**config.mk**
```make
export PLATFORM = sky130hd
export DESIGN_NAME = conv2_ctrl
export DESIGN_NICKNAME = d
export VERILOG_FILES = /design/src/rtl/lenet_pkg.sv /design/src/rtl/conv2_addr_gen.sv /design/src/rtl/conv2_ctrl.sv
export SDC_FILE = /design/constraint.sdc
export NUM_CORES = 1
export LEC_CHECK = 0
export CORE_MARGIN = 2
export CORE_UTILIZATION = 50
export DETAILED_ROUTE_END_ITERATION = 8
export DONT_BUFFER_PORTS = 1
export PLACE_DENSITY = 0.75
export SYNTH_ARGS = -nofsm -noshare
export SYNTH_HDL_FRONTEND = slang
export SYNTH_HIERARCHICAL = 1
export SYNTH_SLANG_ARGS = --single-unit
```
**constraint.sdc**
```tcl
create_clock -name clk -period 7.03 [get_ports clk]
set_input_delay 0.703 -clock clk [delete_from_list [all_inputs] [get_ports clk]]
set_output_delay 0.703 -clock clk [all_outputs]
set_load 0.1 [all_outputs]
```
**src/rtl/lenet_pkg.sv**
```systemverilog
// Shared LeNet geometry, address widths and conv2 FSM encoding.
// CONV2_ADDR_PIPE_EN selects a 3-stage address pipeline; otherwise a single registered stage.
package lenet_pkg;
    localparam int F3_DIM = 14;
    localparam int F4_DIM = 10;
    localparam int K_DIM  = 5;
    localparam int F3_AW  = 11;
    localparam int W_AW   = 8;
    localparam int F4_AW  = 7;
    localparam int CNT_W  = 4;

    localparam logic [3:0] ST_IDLE  = 4'b0001;
    localparam logic [3:0] ST_RUN   = 4'b0010;
    localparam logic [3:0] ST_DRAIN = 4'b0100;
    localparam logic [3:0] ST_DONE  = 4'b1000;

`ifdef CONV2_ADDR_PIPE_EN
    localparam int ADDR_PIPE = 3;
`else
    localparam int ADDR_PIPE = 1;
`endif
endpackage

```
**src/rtl/conv2_addr_gen.sv**
```systemverilog
// Turns conv2 tap counters into f3/weight RAM read addresses, ADDR_PIPE cycles later.
// CONV2_ADDR_PIPE_EN: three shift/add stages; otherwise one registered multiply stage. No backpressure.
module conv2_addr_gen
    import lenet_pkg::*;
(
    input  logic                 clk,
    input  logic                 rst,
    input  logic [CNT_W-1:0]     ch,
    input  logic [2:0]           kr,
    input  logic [2:0]           kc,
    input  logic [CNT_W-1:0]     orow,
    input  logic [CNT_W-1:0]     ocol,
    output logic [F3_AW-1:0]     f3_raddr,
    output logic [W_AW-1:0]      w_raddr
);
`ifdef CONV2_ADDR_PIPE_EN
    logic [10:0] ch196_q, ch196_d, f3p_q, f3p_d, f3_q, f3_d;
    logic [7:0]  ch25_q, ch25_d, row14_q, row14_d, w2_q, w2_d, w_q, w_d;
    logic [4:0]  kr5_q, kr5_d;
    logic [3:0]  row_q, row_d, col_q, col_d;
    logic [2:0]  kc1_q, kc1_d;

    // ch*196 = ch*128 + ch*64 + ch*4, ch*25 = ch*16 + ch*8 + ch, row*14 = row*16 - row*2
    always_comb begin
        ch196_d = {ch, 7'b0} + {1'b0, ch, 6'b0} + {5'b0, ch, 2'b0};
        ch25_d  = {ch, 4'b0} + {1'b0, ch, 3'b0} + {4'b0, ch};
        kr5_d   = {kr, 2'b0} + {2'b0, kr};
        kc1_d   = kc;
        row_d   = orow + {1'b0, kr};
        col_d   = ocol + {1'b0, kc};
        f3p_d   = ch196_q + {7'b0, col_q};
        row14_d = {row_q, 4'b0} - {3'b0, row_q, 1'b0};
        w2_d    = ch25_q + {3'b0, kr5_q} + {5'b0, kc1_q};
        f3_d    = f3p_q + {3'b0, row14_q};
        w_d     = w2_q;
    end

    always_ff @(posedge clk) begin
        if (rst) begin
            ch196_q <= '0; ch25_q <= '0; kr5_q <= '0; kc1_q <= '0;
            row_q   <= '0; col_q  <= '0; f3p_q <= '0; row14_q <= '0;
            w2_q    <= '0; f3_q   <= '0; w_q   <= '0;
        end else begin
            ch196_q <= ch196_d; ch25_q <= ch25_d; kr5_q <= kr5_d; kc1_q <= kc1_d;
            row_q   <= row_d;   col_q  <= col_d;  f3p_q <= f3p_d; row14_q <= row14_d;
            w2_q    <= w2_d;    f3_q   <= f3_d;   w_q   <= w_d;
        end
    end
`else
    logic [F3_AW-1:0] f3_q, f3_d;
    logic [W_AW-1:0]  w_q, w_d;

    always_comb begin
        f3_d = F3_AW'(int'(ch) * F3_DIM * F3_DIM + (int'(orow) + int'(kr)) * F3_DIM
                      + int'(ocol) + int'(kc));
        w_d  = W_AW'(int'(ch) * K_DIM * K_DIM + int'(kr) * K_DIM + int'(kc));
    end

    always_ff @(posedge clk) begin
        if (rst) begin
            f3_q <= '0;
            w_q  <= '0;
        end else begin
            f3_q <= f3_d;
            w_q  <= w_d;
        end
    end
`endif

    assign f3_raddr = f3_q;
    assign w_raddr  = w_q;
endmodule

```
**src/rtl/conv2_ctrl.sv**
```systemverilog
// Conv2 sequencer: walks 10x10 outputs x IN_CH x 5x5 taps, drives RAM addresses, MAC and f4 writes.
// Address ADDR_PIPE cycles after the tap (3 with CONV2_ADDR_PIPE_EN, else 1), mac_en +RAM_LAT, write +1.
// No backpressure: one tap per RUN cycle; conv2_start is ignored unless IDLE.
module conv2_ctrl
    import lenet_pkg::*;
#(
    parameter int IN_CH   = 6,
    parameter int RAM_LAT = 1
) (
    input  logic              clk,
    input  logic              rst,
    input  logic              conv2_start,
    output logic [10:0]       f3_raddr,
    output logic [7:0]        w_raddr,
    output logic              mac_clr,
    output logic              mac_en,
    output logic [6:0]        f4_waddr,
    output logic              f4_wr_en,
    output logic              conv2_done,
    output logic              busy
);
    localparam int L = ADDR_PIPE + RAM_LAT;

    logic [3:0]       state_q, state_d;
    logic [2:0]       kc_q, kc_d, kr_q, kr_d;
    logic [CNT_W-1:0] ch_q, ch_d, ocol_q, ocol_d, orow_q, orow_d;
    logic [L-1:0]     vld_q, vld_d, clr_q, clr_d, last_q, last_d;
    logic             wr_q, wr_d;
    logic [F4_AW-1:0] waddr_q, waddr_d, wr_cnt_q, wr_cnt_d;
    logic             run, tap_first, tap_last, final_tap;

    always_comb begin
        state_d  = state_q;
        kc_d     = kc_q;
        kr_d     = kr_q;
        ch_d     = ch_q;
        ocol_d   = ocol_q;
        orow_d   = orow_q;
        waddr_d  = waddr_q;
        wr_cnt_d = wr_cnt_q;

        run       = (state_q == ST_RUN);
        tap_first = (ch_q == '0) && (kr_q == '0) && (kc_q == '0);
        tap_last  = (ch_q == CNT_W'(IN_CH - 1)) && (kr_q == 3'(K_DIM - 1)) && (kc_q == 3'(K_DIM - 1));
        final_tap = tap_last && (ocol_q == CNT_W'(F4_DIM - 1)) && (orow_q == CNT_W'(F4_DIM - 1));

        case (state_q)
            ST_IDLE: if (conv2_start) begin
                state_d  = ST_RUN;
                kc_d     = '0;
                kr_d     = '0;
                ch_d     = '0;
                ocol_d   = '0;
                orow_d   = '0;
                wr_cnt_d = '0;
            end
            ST_RUN:   if (final_tap) state_d = ST_DRAIN;
            ST_DRAIN: if (vld_q == '0) state_d = ST_DONE;
            ST_DONE:  state_d = ST_IDLE;
            default:  state_d = ST_IDLE;
        endcase

        if (run) begin
            if (kc_q == 3'(K_DIM - 1)) begin
                kc_d = '0;
                if (kr_q == 3'(K_DIM - 1)) begin
                    kr_d = '0;
                    if (ch_q == CNT_W'(IN_CH - 1)) begin
                        ch_d = '0;
                        if (ocol_q == CNT_W'(F4_DIM - 1)) begin
                            ocol_d = '0;
                            orow_d = (orow_q == CNT_W'(F4_DIM - 1)) ? '0 : orow_q + 4'd1;
                        end else begin
                            ocol_d = ocol_q + 4'd1;
                        end
                    end else begin
                        ch_d = ch_q + 4'd1;
                    end
                end else begin
                    kr_d = kr_q + 3'd1;
                end
            end else begin
                kc_d = kc_q + 3'd1;
            end
        end

        // Tag pipeline tracks each tap from counter stage to the MAC data-valid cycle.
        vld_d[0]  = run;
        clr_d[0]  = run && tap_first;
        last_d[0] = run && tap_last;
        for (int i = 1; i < L; i++) begin
            vld_d[i]  = vld_q[i-1];
            clr_d[i]  = clr_q[i-1];
            last_d[i] = last_q[i-1];
        end

        wr_d = vld_q[L-1] && last_q[L-1];
        if (wr_d) begin
            waddr_d  = wr_cnt_q;
            wr_cnt_d = wr_cnt_q + 7'd1;
        end
    end

    always_ff @(posedge clk) begin
        if (rst) begin
            state_q  <= ST_IDLE;
            kc_q     <= '0;
            kr_q     <= '0;
            ch_q     <= '0;
            ocol_q   <= '0;
            orow_q   <= '0;
            vld_q    <= '0;
            clr_q    <= '0;
            last_q   <= '0;
            wr_q     <= 1'b0;
            waddr_q  <= '0;
            wr_cnt_q <= '0;
        end else begin
            state_q  <= state_d;
            kc_q     <= kc_d;
            kr_q     <= kr_d;
            ch_q     <= ch_d;
            ocol_q   <= ocol_d;
            orow_q   <= orow_d;
            vld_q    <= vld_d;
            clr_q    <= clr_d;
            last_q   <= last_d;
            wr_q     <= wr_d;
            waddr_q  <= waddr_d;
            wr_cnt_q <= wr_cnt_d;
        end
    end

    conv2_addr_gen u_addr_gen (
        .clk      (clk),
        .rst      (rst),
        .ch       (ch_q),
        .kr       (kr_q),
        .kc       (kc_q),
        .orow     (orow_q),
        .ocol     (ocol_q),
        .f3_raddr (f3_raddr),
        .w_raddr  (w_raddr)
    );

    assign mac_en     = vld_q[L-1];
    assign mac_clr    = vld_q[L-1] && clr_q[L-1];
    assign f4_wr_en   = wr_q;
    assign f4_waddr   = waddr_q;
    assign conv2_done = (state_q == ST_DONE);
    assign busy       = (state_q != ST_IDLE);
endmodule

```
==> impl_metrics.env <==
export IMPL_cts_setup_buffers=0
export IMPL_cp_arrival_ns=5.90
export IMPL_cts_max_level=3
export IMPL_worstPathRequired_ns=7.33
export IMPL_whs_endpoint="u_addr_gen/w_raddr[0]"
export IMPL_holdPathStages=1
export IMPL_core_area_mm2=0.00933
export IMPL_synth_seq_cells=62
export IMPL_io_buffers=0
export IMPL_worst_r2r_setup_slack_ns=1.43
export IMPL_worst_path_max_fanout=15
export IMPL_die_w_um=103
export IMPL_p_leak_nw=2.63
export IMPL_start_kind="flop"
export IMPL_synth_edff_count=0
export IMPL_fp_dieH_um=103
export IMPL_p_int_w=0.000576
export IMPL_wl_um=9260
export IMPL_drv_slew=0
export IMPL_grt_pass1_wl_um=15700
export IMPL_yosysWarnings=6
export IMPL_grt_max_degree=67
export IMPL_syn_cell_area_mm2=0.00486
export IMPL_comb_power_share=0.075
export IMPL_yosys_area_top_type="dfxtp_1"
export IMPL_hp_start="rst"
export IMPL_seq_power_share=0.460
export IMPL_yosys_top_cells_area="dfxtp_1 26%, ha_1 21%, fa_1 12%"
export IMPL_ir_drop_uv=84.7
export IMPL_end_kind="flop"
export IMPL_setup_viol=0
export IMPL_dieArea_mm2=0.0105
export IMPL_dr_pass1_iters=4
export IMPL_synth_cell_type_count=63
export IMPL_clockBufferDepth=2
export IMPL_hold_viol=0
export IMPL_drcViolationCount=0
export IMPL_cts_hold_buffers=0
export IMPL_syn_area_per_cell_um2=9.24
export IMPL_clock_latency_ns=0.36
export IMPL_grt_usage=0.188
export IMPL_nFillCells=820
export IMPL_cts_root_buf="clkbuf_8"
export IMPL_first_iter_violations=126
export IMPL_tns_ns=0
export IMPL_status="completed"
export IMPL_detailed_place_hpwl_um=6960
export IMPL_cts_tree="yes"
export IMPL_fin_crit_ns=5.60
export IMPL_grt_overflow=0
export IMPL_syn_inst=526
export IMPL_timing_fmax_mhz=179
export IMPL_synth_seq_area_share=0.255
export IMPL_reg2reg_from="ch_q[0]"
export IMPL_worstHoldPathType="in -> reg"
export IMPL_worst_pin_slew_ns=1.10
export IMPL_numCtsBuffers=9
export IMPL_placementRows=35
export IMPL_relSlewSlack=0.266
export IMPL_async_flop_share=0
export IMPL_wl_per_cell_um=14.0
export IMPL_ant_nets=0
export IMPL_routabilityCongestion=0.792
export IMPL_rsz0062_at_grt="false"
export IMPL_grt_pass1_vias=3403
export IMPL_crit_type="reg -> reg"
export IMPL_netSwitchingFraction=0.280
export IMPL_skew_ns=0.00890
export IMPL_layout_drive_gt1_share=0.0545
export IMPL_post_route_util=0.562
export IMPL_ff2ff_path_depth=18
export IMPL_clock_sinks=62
export IMPL_clk_pin_slew_ns=0.08
export IMPL_power_share_clock=0.465
export IMPL_via_per_inst=5.53
export IMPL_synth_top_cell_area_share=0.255
export IMPL_syn_num_nets=637
export IMPL_switchingPower_w=0.000224
export IMPL_maxCapViolCount=0
export IMPL_initial_utilization=0.521
export IMPL_instances_no_fill=661
export IMPL_antenna_cells=0
export IMPL_pin_count=34
export IMPL_power_density_mw_per_mm2=153
export IMPL_area_growth_pct=7.85
export IMPL_vias=3654
export IMPL_antenna_found_initial=0
export IMPL_r2r_end="u_addr_gen/f3_raddr[10]"
export IMPL_synth_main_ff_cell="dfxtp_1"
export IMPL_placed_cells=645
export IMPL_fin_crit_sh=0.796
export IMPL_fin_nets=638
export IMPL_cts_resized=0
placed cells by master, fill, tap and decap left out, types with 2 or more instances in the layout:
master	netlist	final
clkbuf_8	0	9
inv_6	0	2
nor2b_1	17	17
a21oi_1	39	39
nor4b_2	2	3
and3_1	4	4
o21ai_0	17	17
or3_1	2	2
inv_1	67	67
a21o_1	11	11
nand4bb_1	3	3
or4_1	2	2
o31ai_1	2	2
xor2_1	8	8
dfxtp_1	62	62
nor4_1	3	3
nor3_1	13	13
and2_1	2	2
o21bai_1	4	4
xnor2_1	15	15
bufinv_16	0	2
o211ai_1	2	2
nand3_1	9	9
ha_1	80	80
nor2_1	28	28
fa_1	28	28
mux2i_1	2	2
a211oi_1	11	11
a311oi_1	3	3
or4_4	2	2
nand2_1	27	27
nand3b_1	2	2
nand2b_1	7	7
a31oi_1	4	4
a22oi_1	3	3
nand4_1	3	3
nor4b_1	3	2
o21a_1	3	3
cell usage after synthesis, types with 2 or more instances:
cell and number:
mux2i_1 2, o211ai_1 2, or4_4 2, and2_1 2, nand4_1 3, a21oi_1 39
and3_1 4, nor2_1 28, nand2_1 27, nor4b_1 3, xnor2_1 15, a22oi_1 3
a31oi_1 4, xor2_1 8, nand3_1 9, nor4_1 3, or4_1 2, nand2b_1 7
dfxtp_1 62, or3_1 2, o31ai_1 2, nor4b_2 2, a311oi_1 3, clkbuf_1 8
fa_1 28, nor3_1 13, a211oi_1 11, buf_1 2, o21a_1 3, o21bai_1 4
inv_1 67, o21ai_0 17, nor2b_1 17, a21o_1 11, nand3b_1 2, ha_1 80
nand4bb_1 3
state kept, by name, summed over array words and instances, names as in the netlist, 3 cells and up:
register             flops
wr_cnt_q                 7
u_addr_gen/w_raddr       8
state_q                  4
f4_waddr                 7
kc_q                     3
kr_q                     3
ocol_q                   4
u_addr_gen/f3_raddr     11
ch_q                     4
orow_q                   4
worst max-delay path, stage by stage (launching register included):
cell	delay, ns
dfxtp_1	0.70
fa_1	0.50
ha_1	0.24
fa_1	0.40
xnor2_1	0.36
inv_1	0.15
fa_1	0.49
inv_1	0.04
ha_1	0.34
a21o_1	0.18
a21oi_1	0.17
xnor2_1	0.14
ha_1	0.25
ha_1	0.30
ha_1	0.24
or4_4	0.49
o22ai_2	0.15
xnor3_1	0.31
nor2_1	0.08
metrics by stage:
stage / power (W) / area, um2 / hold WS (ns) / setup WS (ns)
after detailed placement: 0.000436 / 5010 / 0.431 / 1.48
final: 0.000800 / 5240 / 0.410 / 1.43
after CTS: 0.000805 / 5240 / 0.407 / 1.44
after global placement: 0.000435 / 5010 / 0.422 / 1.59
after global routing: 0.000823 / 5240 / 0.406 / 1.10
after floorplan: 0.000428 / 4860 / 0.414 / 1.82
worst max path at each step:
stage | depth (start not counted) | endpoint | slack (ns) | from
3_5_place_dp | 18 | u_addr_gen/f3_raddr[10] | 1.48 | ch_q[0]
2_1_floorplan | 18 | u_addr_gen/f3_raddr[10] | 1.82 | ch_q[1]
6_report | 18 | u_addr_gen/f3_raddr[10] | 1.43 | ch_q[0]
5_1_grt | 18 | u_addr_gen/f3_raddr[10] | 1.10 | ch_q[0]
3_3_place_gp | 18 | u_addr_gen/f3_raddr[10] | 1.59 | ch_q[0]
4_1_cts | 18 | u_addr_gen/f3_raddr[10] | 1.44 | ch_q[0]
power by group through the flow:
| stage | registers [W] | logic [W] | clock network [W] |
|---|---|---|---|
| floorplan | 0.000374 | 0.0000547 | 0 |
| global placement | 0.000376 | 0.0000598 | 0 |
| detailed placement | 0.000376 | 0.0000601 | 0 |
| CTS | 0.000368 | 0.0000603 | 0.000377 |
| global route | 0.000368 | 0.0000654 | 0.000390 |
| finish | 0.000368 | 0.0000603 | 0.000372 |
metal layers:
metal,routed length [um],vias to the layer above,GRT usage
met5,0,-,0
met4,132,0,0.0697
met2,4570,51,0.321
met1,4300,1760,0.242
met3,262,9,0.0278
li1,-,1834,-
final cells by class:
type                       count  area, um2  share of cell area
sequential                    62       1240               0.237
clock buffer                   9        124              0.0236
tap                          129        161              0.0308
inverter                      67        251              0.0480
multi-input combinational    386       3330               0.635
timing repair buffer           1       27.5             0.00525
clock inverter                 7        105              0.0201
cells by family (layout without fill, tap and decap cells):
group / Yosys count / count (layout) / share of synthesized area
simple gates: 140 / 140 / 0.165
compound gates: 111 / 111 / 0.145
xor+xnor: 24 / 24 / 0.0461
flops: 62 / 62 / 0.255
buf+inv: 78 / 84 / 0.0605
mux: 3 / 3 / 0.00644
fa+ha+maj: 108 / 108 / 0.321
(Power assumes the default switching activity.)
